**src/rtl/cpu_pkg.sv**
```systemverilog
// Shared CPU datapath constants and the write-back queue entry type.
package cpu_pkg;

    localparam int DATA_W     = 16;
    localparam int REG_ADDR_W = 3;
    localparam int ADDR_W     = REG_ADDR_W;
    localparam int NUM_REGS   = 1 << ADDR_W;

    // Register 0 is the accumulator; the write-back path gives it no special treatment.
    localparam logic [ADDR_W-1:0] ACC_ADDR = '0;

    typedef struct packed {
        logic              valid;
        logic [ADDR_W-1:0] addr;
        logic [DATA_W-1:0] data;
    } wb_entry_t;

endpackage

```
**src/rtl/reg_writeback_if.sv**
```systemverilog
// Result-in / register-bank-out / forwarding signals of the write-back block.
interface reg_writeback_if
    import cpu_pkg::*;
#(
    parameter int DEPTH = 2
);

    localparam int CNT_W = $clog2(DEPTH) + 1;

    logic                res_valid;
    logic                res_ready;
    logic [DATA_W-1:0]   res_data;
    logic [ADDR_W-1:0]   res_addr;

    logic                rf_we;
    logic                rf_wready;
    logic [ADDR_W-1:0]   rf_waddr;
    logic [DATA_W-1:0]   rf_wdata;

    logic [ADDR_W-1:0]   fwd_addr;
    logic                fwd_hit;
    logic [DATA_W-1:0]   fwd_data;

    logic [NUM_REGS-1:0] pending;
    logic [CNT_W-1:0]    count;

    modport master (
        output res_valid, res_data, res_addr, rf_wready, fwd_addr,
        input  res_ready, rf_we, rf_waddr, rf_wdata, fwd_hit, fwd_data, pending, count
    );

    modport slave (
        input  res_valid, res_data, res_addr, rf_wready, fwd_addr,
        output res_ready, rf_we, rf_waddr, rf_wdata, fwd_hit, fwd_data, pending, count
    );

endinterface

```
**src/rtl/wb_fwd_match.sv**
```systemverilog
// Combinational forwarding lookup: picks the newest valid entry whose
// destination matches the requested register.
module wb_fwd_match
    import cpu_pkg::*;
#(
    parameter  int DEPTH = 2,
    localparam int PTR_W = $clog2(DEPTH)
) (
    input  wb_entry_t         entries [DEPTH],
    input  logic [PTR_W-1:0]  wr_ptr,
    input  logic [ADDR_W-1:0] fwd_addr,
    output logic              hit,
    output logic [DATA_W-1:0] data
);

    logic [PTR_W-1:0] idx;

    // Walk from oldest (wr_ptr-DEPTH) to newest (wr_ptr-1) so later matches override.
    always_comb begin
        hit  = 1'b0;
        data = '0;
        idx  = '0;
        for (int k = DEPTH; k >= 1; k--) begin
            idx = wr_ptr - PTR_W'(k);
            if (entries[idx].valid && (entries[idx].addr == fwd_addr)) begin
                hit  = 1'b1;
                data = entries[idx].data;
            end
        end
    end

endmodule

```
**src/rtl/reg_writeback.sv**
```systemverilog
// Write-back queue between the ALU result stream and the register bank write port,
// with a forwarding lookup over results that have not yet been written.
module reg_writeback
    import cpu_pkg::*;
#(
    parameter int DEPTH = 2
) (
    input  logic          clk,
    input  logic          rst_n,
    reg_writeback_if.slave wb
);

    localparam int PTR_W = $clog2(DEPTH);
    localparam int CNT_W = PTR_W + 1;
    localparam logic [CNT_W-1:0] FULL = CNT_W'(DEPTH);

    wb_entry_t           entries [DEPTH];
    logic [PTR_W-1:0]    wr_ptr;
    logic [PTR_W-1:0]    rd_ptr;
    logic [CNT_W-1:0]    count_q;
    logic                push;
    logic                pop;
    logic [NUM_REGS-1:0] pending_vec;

    assign wb.res_ready = (count_q != FULL);
    assign wb.rf_we     = (count_q != '0);
    assign push         = wb.res_valid && wb.res_ready;
    assign pop          = wb.rf_we && wb.rf_wready;

    // Head fields come straight from storage; a freshly pushed entry shows up next cycle.
    assign wb.rf_waddr  = entries[rd_ptr].addr;
    assign wb.rf_wdata  = entries[rd_ptr].data;
    assign wb.count     = count_q;
    assign wb.pending   = pending_vec;

    always_comb begin
        pending_vec = '0;
        for (int i = 0; i < DEPTH; i++) begin
            if (entries[i].valid) begin
                pending_vec[entries[i].addr] = 1'b1;
            end
        end
    end

    // Push and pop never share a slot: they coincide only when neither empty nor full.
    always_ff @(posedge clk or negedge rst_n) begin
        if (!rst_n) begin
            wr_ptr  <= '0;
            rd_ptr  <= '0;
            count_q <= '0;
            for (int i = 0; i < DEPTH; i++) begin
                entries[i] <= '0;
            end
        end else begin
            if (pop) begin
                entries[rd_ptr].valid <= 1'b0;
                rd_ptr                <= rd_ptr + 1'b1;
            end
            if (push) begin
                entries[wr_ptr] <= '{valid: 1'b1, addr: wb.res_addr, data: wb.res_data};
                wr_ptr          <= wr_ptr + 1'b1;
            end
            case ({push, pop})
                2'b10:   count_q <= count_q + 1'b1;
                2'b01:   count_q <= count_q - 1'b1;
                default: count_q <= count_q;
            endcase
        end
    end

    wb_fwd_match #(
        .DEPTH (DEPTH)
    ) u_fwd_match (
        .entries  (entries),
        .wr_ptr   (wr_ptr),
        .fwd_addr (wb.fwd_addr),
        .hit      (wb.fwd_hit),
        .data     (wb.fwd_data)
    );

endmodule

```
**src/flat_wrapper.sv**
```systemverilog
// flat-port wrapper written by rule: the top's interface ports become plain ports
module reg_writeback_flat import cpu_pkg::*;
#(
    parameter int DEPTH = 2
)
  (clk, rst_n, wb_res_valid, wb_res_data, wb_res_addr, wb_rf_wready, wb_fwd_addr, wb_res_ready, wb_rf_we, wb_rf_waddr, wb_rf_wdata, wb_fwd_hit, wb_fwd_data, wb_pending, wb_count);
  reg_writeback_if #(.DEPTH(DEPTH)) wb_i ();
  input  logic clk;
  input  logic rst_n;
  input wire logic [$bits(wb_i.res_valid)-1:0] wb_res_valid;
  input wire logic [$bits(wb_i.res_data)-1:0] wb_res_data;
  input wire logic [$bits(wb_i.res_addr)-1:0] wb_res_addr;
  input wire logic [$bits(wb_i.rf_wready)-1:0] wb_rf_wready;
  input wire logic [$bits(wb_i.fwd_addr)-1:0] wb_fwd_addr;
  output wire logic [$bits(wb_i.res_ready)-1:0] wb_res_ready;
  output wire logic [$bits(wb_i.rf_we)-1:0] wb_rf_we;
  output wire logic [$bits(wb_i.rf_waddr)-1:0] wb_rf_waddr;
  output wire logic [$bits(wb_i.rf_wdata)-1:0] wb_rf_wdata;
  output wire logic [$bits(wb_i.fwd_hit)-1:0] wb_fwd_hit;
  output wire logic [$bits(wb_i.fwd_data)-1:0] wb_fwd_data;
  output wire logic [$bits(wb_i.pending)-1:0] wb_pending;
  output wire logic [$bits(wb_i.count)-1:0] wb_count;
  assign wb_i.res_valid = wb_res_valid;
  assign wb_i.res_data = wb_res_data;
  assign wb_i.res_addr = wb_res_addr;
  assign wb_i.rf_wready = wb_rf_wready;
  assign wb_i.fwd_addr = wb_fwd_addr;
  assign wb_res_ready = wb_i.res_ready;
  assign wb_rf_we = wb_i.rf_we;
  assign wb_rf_waddr = wb_i.rf_waddr;
  assign wb_rf_wdata = wb_i.rf_wdata;
  assign wb_fwd_hit = wb_i.fwd_hit;
  assign wb_fwd_data = wb_i.fwd_data;
  assign wb_pending = wb_i.pending;
  assign wb_count = wb_i.count;
  reg_writeback #(.DEPTH(DEPTH)) u_core (.clk(clk), .rst_n(rst_n), .wb(wb_i));
endmodule
```
**config.mk**
```make
export PLATFORM = sky130hd
export DESIGN_NAME = reg_writeback_flat
export DESIGN_NICKNAME = d
export VERILOG_FILES = /design/src/rtl/cpu_pkg.sv /design/src/rtl/reg_writeback_if.sv /design/src/rtl/wb_fwd_match.sv /design/src/rtl/reg_writeback.sv /design/src/flat_wrapper.sv
export SDC_FILE = /design/constraint.sdc
export NUM_CORES = 1
export LEC_CHECK = 0
export ABC_CLOCK_PERIOD_IN_PS = 2290
export CAP_MARGIN = 20
export CORE_MARGIN = 3
export CORE_UTILIZATION = 48
export CTS_CLUSTER_SIZE = 30
export DETAILED_ROUTE_END_ITERATION = 12
export PLACE_DENSITY = 0.84
export SYNTH_ARGS = -nofsm -noshare
export SYNTH_HDL_FRONTEND = slang
export SYNTH_SLANG_ARGS = --single-unit
```
**constraint.sdc**
```tcl
create_clock -name clk -period 2.29 [get_ports clk]
set_input_delay 0.229 -clock clk [delete_from_list [all_inputs] [get_ports clk]]
set_output_delay 0.229 -clock clk [all_outputs]
set_load 0.02 [all_outputs]
```
# Word level (Yosys, flattened, before mapping)
# Index checks and enable logic that the tools add are counted.
# classes
addsub	5
multipliers	0
n_div	0
magnitude_cmp	9
eq_ne	5
n_shift	0
muxes	28
bitwise	4
reduce_logical	10
# op_table
operator	count
$mux W20	8
$bwmux W40	2
$mux W40	2
$mux W19	3
$demux W20 S1	2
$mux W16	2
$mux W8	2
$logic_and A1 B1 Y1	8
$lt A3 B4 Y1 const B	2
$or A8 B8 Y8	1
$demux W1 S3	2
$eq A3 B3 Y1	2
$ge A2 B2 Y1 const B	3
$ge A3 B1 Y1 const B	2
$not A1 Y2	3
$lt A2 B1 Y1 const B	2
$mux W1	4
$pmux W2 S2	1
$reduce_bool A2 Y1	2
$add A1 B1 Y1 const B	2
$add A2 B1 Y2 const B	1
$eq A2 B1 Y1 const B	1
$eq A2 B2 Y1 const B	1
$ne A2 B2 Y1 const B	1
other kinds (2)	2
# totals
reg_bits	44
latch_bits	0
ramBits	0
romBits	0
in_bits	26
output_inout_bits	48
elab_cells	70
n_memories	0

# Logic depth before layout (Yosys ltp)
# Gate-level depths: netlist of run 1.
# depth
word_depth	9
ltp_mapped	8

# Cells and area by module
# A second synthesis of run 1 with hierarchy kept.
# hier_totals
cells_unflattened	259
area_unflattened_um2	2997.9
# modules_own_cells
mod	instances	cells_per_inst	area_each_um2	seq_area_each_um2
reg_writeback	1	145	2209.6	1101.1
wb_fwd_match	1	114	788.3	0.0

# Worst setup path before layout of run 1
# No wires, ideal clock.
# synth_path
kind	reg2out
startpoint	register, netlist name u_core.entries[37]
endpoint	output wb_fwd_data[10]
arrival_ns	1.857
t_required_ns	2.061
setup_slack_ns	0.204
stages_incl_launch_ff	8
cell_sequence	dfrtp_1 -> clkbuf_1 -> xnor2_1 -> a2bb2oi_1 -> nor3_2 -> clkbuf_1 -> nand3_1 -> a22oi_1
# synth_via
elab_chain_len	7
# synth_lines
item	line	source
$mux W20 (3 in series)	--	
$eq A3 B3 Y1	wb_fwd_match.sv:25	if (entries[idx].valid && (entries[idx].addr == fwd_addr)) begin
$logic_and A1 B1 Y1	wb_fwd_match.sv:25	
$mux W16	wb_fwd_match.sv:25	
$mux W16 *	wb_fwd_match.sv:25	
end, declared	flat_wrapper.sv:20	output wire logic [$bits(wb_i.fwd_data)-1:0] wb_fwd_data;
# Every way passes the cells marked *; elsewhere a longest branch is shown, timed or not. The select of a mux whose other input is x is not followed.

# Final worst setup path of run 1
# layout_path
startpoint	register u_core.wr_ptr
endpoint	output wb_fwd_data[0]
# layout_via
elab_chain_len	8
# layout_lines
item	line	source
start, declared	reg_writeback.sv:18	logic [PTR_W-1:0] wr_ptr;
start signal, assigned	reg_writeback.sv:61	wr_ptr <= wr_ptr + 1'b1;
$sub A1 B1 Y1 or $not A1 Y2 (tied branches)	wb_fwd_match.sv:24, wb_fwd_match.sv:25, wb_fwd_match.sv:27	
$not A1 Y2 (implied by the code) or $mux W20 (tied branches)	wb_fwd_match.sv:25, wb_fwd_match.sv:27	
$mux W20 (implied by the code) (2 in series)	wb_fwd_match.sv:27	data = entries[idx].data;
$mux W20 (implied by the code) or $eq A3 B3 Y1 (tied branches)	wb_fwd_match.sv:27, wb_fwd_match.sv:25	
$eq A3 B3 Y1 or $logic_and A1 B1 Y1 (tied branches)	wb_fwd_match.sv:25	
$logic_and A1 B1 Y1 or $mux W16 (tied branches)	wb_fwd_match.sv:25	
$mux W16 *	wb_fwd_match.sv:25	
# Marks and branches as above.

==> metrics.cfg, run 1 <==
[run_status]
run_status = finished, violations left
violations = hold timing, setup timing

[sta]
grt_setup_unrepaired = true
slew_viol_final = 0
timing.final.ws_setup_ns = -0.264
finalHoldViolCount = 39
fin_crit_sh_pct = 112
tns_ns = -3.82
period_minus_slack_ns = 2.55
max-slew-margin-rel_pct = 62.6
max_freq_mhz = 392
hold_slack_ns = -0.0155
fin_skew_ns = 0.00830
tightest_slew_ns = 0.560
setup_viol = 17

[setup_path]
cp.required_ns = 2.06
path_depth = 9
critical_path.top_delay_family = buffers and inverters
critPathSlowestCell = dfrtp_2
start_kind = flip-flop
r2r_end = u_core.entries[13]
critPathBufInv = 4
ff2ff_path_depth = 5
r2r_setup_slack_ns = 0.49
reg2reg_from = u_core.wr_ptr
endpoint = wb_fwd_data[0]
startpoint = u_core.wr_ptr
endpoint_kind = primary output
cpPeakStageDelay_ns = 0.45
crit_arrival_ns = 2.32
worstSetupPathType = reg -> out
crit_fanout = 8
crit_chain = buf_6 -> mux2i_4 -> xnor2_4 -> nor4_4 -> buf_4 -> clkbuf_16 -> a21oi_1 -> a22oi_2 -> buf_6
cpMostUsedCell = buf_6

[drt]
vias_per_cell = 5.98
vias = 2481
drtIter0Drc = 209
drt_pass1_iterations = 4
finalWirelength_um = 8370
routedWlPerCell_um = 20.2
drtAntennaViolNets = 0
drcViolationCount = 0

[global_routing]
grt_max_degree = 45
grt_pass1_vias = 2604
antenna_found_initial = 0
grt_first_pass_wirelength_um = 13200
grt_overflow_total = 0
grt_use_total_pct = 27.1

[power]
vdd_drop_max_mv = 1.01
power_density_nw_per_um2 = 1860
p_leak_uw = 0.00166

[yosys]
synth_nets = 274
synthCells = 247
ys_types = 30
synthTopCellsByArea = dfrtp_1, mux2_2, a32oi_1, a22oi_1, nand3_1
yosysMostFrequentCell = mux2_2
ys_seq_elements = 44
synth-edff-count = 0
yosys_warnings = 0
syn_area_um2 = 2690
synth_top_area_share_pct = 41.0
synth_ff_type = dfrtp_1
yosysSeqAreaShare_pct = 41.0
synthArstFlopShare_pct = 100
ys_top_cells_by_count = mux2_2, dfrtp_1, nand3_1
synth_area_leader_cell = dfrtp_1
postSynthAreaPerCell_um2 = 10.9

[placement]
dp_hpwl_um = 4990
dp.cells = 398
io_buffers = 73
gp_congestion = 0.834

[final_layout]
area_delta_synth_final_pct = 53.2
n_fill_cell = 333
layout-drive-gt1-share_pct = 46.7
final_nets = 371
finalNonFillerCells = 415
n_antenna_cell = 0

[cts]
clk-insertion-delay-late_ns = 0.31
root_buffer = clkbuf_8
cts_tree = done
cts_sinks = 44
cts_max_level = 2
cts_inserted_buffers = 5
clk_pin_slew_worst_paths_ns = 0.08
cts_buffer_depth = 2

[floorplan]
die_w_um = 80.8
io_pins = 74
start_util_pct = 51.0
die_area_um2 = 6530
fp.dieH_um = 80.8
coreArea_um2 = 5270
rows = 26

[min_path]
hp-class = in -> async

[flow_run]
drv_cap = 0

sequential cells by signal, summed over array words and instances, names as in the netlist:
| name | count |
|---|---|
| u_core.rd_ptr | 1 |
| u_core.wb.count | 2 |
| u_core.entries | 40 |
| u_core.wr_ptr | 1 |
power by group:
part / switching (uW) / internal [uW] / leakage (uW)
combinational: 2640 / 2740 / 0.00109
sequential: 476 / 1180 / 0.000516
clock: 302 / 329 / 0.0000548
total: 3420 / 4250 / 0.00166
cells in the final DEF, fill, tap and decap left out, drive strengths merged:
| cell type | Yosys | final |
|---|---|---|
| a211o | 1 | 1 |
| a21o | 1 | 1 |
| a21oi | 16 | 16 |
| a22oi | 16 | 16 |
| a2bb2oi | 1 | 1 |
| a32oi | 16 | 16 |
| buf | 14 | 55 |
| bufinv | 0 | 1 |
| clkbuf | 7 | 6 |
| clkdlybuf4s50 | 0 | 53 |
| clkinvlp | 0 | 1 |
| dfrtp | 44 | 44 |
| dlymetal6s2s | 0 | 2 |
| ha | 1 | 1 |
| inv | 3 | 4 |
| mux2 | 57 | 57 |
| mux2i | 4 | 4 |
| nand2 | 12 | 12 |
| nand2b | 6 | 6 |
| nand3 | 19 | 19 |
| nor2 | 1 | 1 |
| nor2b | 1 | 1 |
| nor3 | 2 | 2 |
| nor4 | 1 | 1 |
| o21ai | 1 | 1 |
| o22ai | 6 | 6 |
| o31ai | 1 | 1 |
| o32ai | 2 | 2 |
| or2 | 3 | 3 |
| or3 | 1 | 1 |
| xnor2 | 8 | 8 |
| xor2 | 2 | 2 |
layer usage:
| layer | global-route usage, % | share of wire (%) | vias to the layer above |
|---|---|---|---|
| met4 | 12.8 | 1.5 | 0 |
| met1 | 31.6 | 42 | 1254 |
| met3 | 5.76 | 4.1 | 9 |
| li1 | - | - | 1138 |
| met5 | 0 | 0 | - |
| met2 | 47.4 | 53 | 80 |
repair_timing:
action                                  4_1_cts  5_1_grt
pin swaps                                    25        6
endpoints found under the hold margin         0        0
gates cloned                                  2        0
resized for setup                           120       21
endpoints found under the setup margin       17       19
buffers inserted                              6        1
hold buffers                                  0        0
how the worst min path moves through the flow:
stage,to
3_3_place_gp,u_core.entries[16]
2_1_floorplan,u_core.entries[0]
6_report,u_core.entries[16]
3_5_place_dp,u_core.wb.count[0]
5_1_grt,u_core.entries[16]
4_1_cts,u_core.entries[33]
cells by family (layout without fill, tap and decap cells):
family | count (synthesis) | count (layout) | share of synthesized area, %
fa+ha+maj | 1 | 1 | 0.465
mux | 61 | 61 | 25.4
compound gates | 61 | 61 | 16.1
buf+inv | 24 | 122 | 4.38
simple gates | 46 | 46 | 9.45
xor+xnor | 10 | 10 | 3.26
flops | 44 | 44 | 41.0
layout make-up:
type	count	area (um2)	share of cell area [%]
Multi-Input combinational cell	179	1700	41.2
Timing Repair Buffer	111	1100	26.8
Sequential cell	44	1100	26.8
Tap cell	70	87.6	2.13
Clock buffer	5	68.8	1.67
Clock inverter	3	46.3	1.12
Inverter	3	11.3	0.273
stage by stage:
step | utilization [%] | setup slack, ns | cell area [um2] | hold slack (ns) | total power (uW)
floorplan | - | 0.204 | 2690 | -0.0666 | 4310
global placement | 69.6 | -0.455 | 3670 | 0.335 | 6180
detailed placement | 69.6 | -0.535 | 3670 | 0.347 | 6320
CTS | 76.4 | -0.215 | 4030 | 0.00594 | 7390
global route | 78.1 | -0.353 | 4120 | 0.0266 | 8050
finish | 78.1 | -0.264 | 4120 | -0.0155 | 7670
Power figures use the tool's default switching activity.
==> run 2: changes to the inputs <==
SETUP_SLACK_MARGIN = 0.02   (was unset)
==> run 2 against run 1 <==
Effect of this change:
- the run still ends with hold timing, setup timing left
- first-iteration DRC count shrank 16%
- sequential share of layout area about the same
- critical path depth unchanged
- clock power is 0.6% lower
- fmax about the same
- core utilization increased by 0.14 points
- sequential cell count unchanged
- via count up 1.1%
- cell area is 0.18% higher
- non-clock buffer count unchanged
- critical path type unchanged
- largest power group unchanged
==> metrics.cfg, run 2 (synthesis results as in run 1) <==
[run_status]
run_status = finished, violations left
violations = hold timing, setup timing

[sta]
period_minus_slack_ns = 2.55
max-slew-margin-rel_pct = 62.9
hold_slack_ns = -0.0200
slew_viol_final = 0
fin_crit_sh_pct = 112
tightest_slew_ns = 0.556
tns_ns = -3.75
grt_setup_unrepaired = true
finalHoldViolCount = 44
fin_skew_ns = 0.00744
timing.final.ws_setup_ns = -0.264
setup_viol = 16
max_freq_mhz = 392

[drt]
drcViolationCount = 0
finalWirelength_um = 8340
vias_per_cell = 6.05
drtAntennaViolNets = 0
vias = 2509
routedWlPerCell_um = 20.1
drt_pass1_iterations = 4
drtIter0Drc = 176

[floorplan]
rows = 26
io_pins = 74
die_area_um2 = 6530
fp.dieH_um = 80.8
start_util_pct = 51.0
die_w_um = 80.8
coreArea_um2 = 5270

[final_layout]
n_fill_cell = 332
multi_input_area_um2 = 1700
largest_reg_flops = 40
final-seq-area_um2 = 1100
final_nets = 371
top_register = u_core.entries
area_delta_synth_final_pct = 53.5
n_antenna_cell = 0
final_common_cell = mux2_2
layout-drive-gt1-share_pct = 47.0
mostFrequentLayoutCells = mux2_2, clkdlybuf4s50_1, dfrtp_1
design_area_um2 = 4130

[setup_path]
crit_fanout = 8
start_kind = flip-flop
crit_arrival_ns = 2.32
worstSetupPathType = reg -> out
cp.required_ns = 2.06
endpoint_kind = primary output

[placement]
pre_cts_slack_ns = -0.535
dp_hpwl_um = 4990
io_buffers = 73
post_dp_cell_area_um2 = 3670
gp_congestion = 0.834

[global_routing]
grt_pass1_vias = 2604
grt_max_degree = 45
grt_overflow_total = 0
antenna_found_initial = 0
grt_use_total_pct = 27.1
grt_first_pass_wirelength_um = 13200

[cts]
root_buffer = clkbuf_8
hold_buffers = 0
cts_inserted_buffers = 5
cts_buffer_depth = 2
cts_max_level = 2
clk_pin_slew_worst_paths_ns = 0.08
cts_tree = done
clk-insertion-delay-late_ns = 0.32
cts_sinks = 44

[min_path]
hp-class = in -> async

[power]
p_leak_uw = 0.00167
power_density_nw_per_um2 = 1860
vdd_drop_max_mv = 1.01

[flow_run]
drv_cap = 0

## run 2: report_power, final
part / switching [uW] / leakage, uW / internal, uW
registers: 473 / 0.000516 / 1180
logic: 2640 / 0.00110 / 2750
clock network: 298 / 0.0000548 / 329
total: 3410 / 0.00167 / 4260
## run 2: what timing repair did
item                                    4_1_cts  5_1_grt
cloned                                        2        0
gates resized for setup                     120       23
endpoints found under the setup margin       17       19
pin swaps                                    25        8
setup buffers                                 6        1
## run 2: final timing paths
kind | end | from | cells past startpoint | slack, ns
setup / recovery | wb_fwd_data[1] | u_core.wr_ptr | 9 | -0.26
min in group clk | u_core.wb.count[1] | u_core.wb.count[1] | 1 | 0.52
hold reg to reg | u_core.wb.count[1] | u_core.wb.count[1] | 1 | 0.52
max in group asynchronous | u_core.wr_ptr | rst_n | 2 | 1.91
setup reg to reg | u_core.entries[13] | u_core.wr_ptr | 5 | 0.49
hold / removal | u_core.entries[16] | rst_n | 2 | -0.02
## run 2: cell type report
class | count | share of cell area [%]
clock buffer | 5 | 1.67
clock inverter | 3 | 1.12
inverter | 3 | 0.273
multi-input combinational | 179 | 41.2
sequential | 44 | 26.7
tap | 70 | 2.12
timing repair buffer | 111 | 26.8
## run 2: critical path, stage by stage (launching register included)
cell and delay [ns]:
dfrtp_2 0.45, buf_6 0.14, mux2i_4 0.19, xnor2_4 0.16
nor4_4 0.31, buf_4 0.17, clkbuf_16 0.15, a21oi_1 0.07
a22oi_1 0.19, buf_4 0.18
## run 2: layer usage
layer,track usage (%),up-vias,wire (um)
met5,0,-,0
met3,5.76,17,464
met1,31.6,1256,3320
met2,47.4,101,4380
li1,-,1135,-
met4,12.8,0,170
## run 2: stage by stage
step / power, uW / instances / utilization (%)
floorplan: 4310 / 247 / -
global placement: 6180 / 398 / 69.6
detailed placement: 6320 / 398 / 69.6
CTS: 7390 / 414 / 76.4
global route: 8070 / 415 / 78.3
finish: 7670 / 415 / 78.3
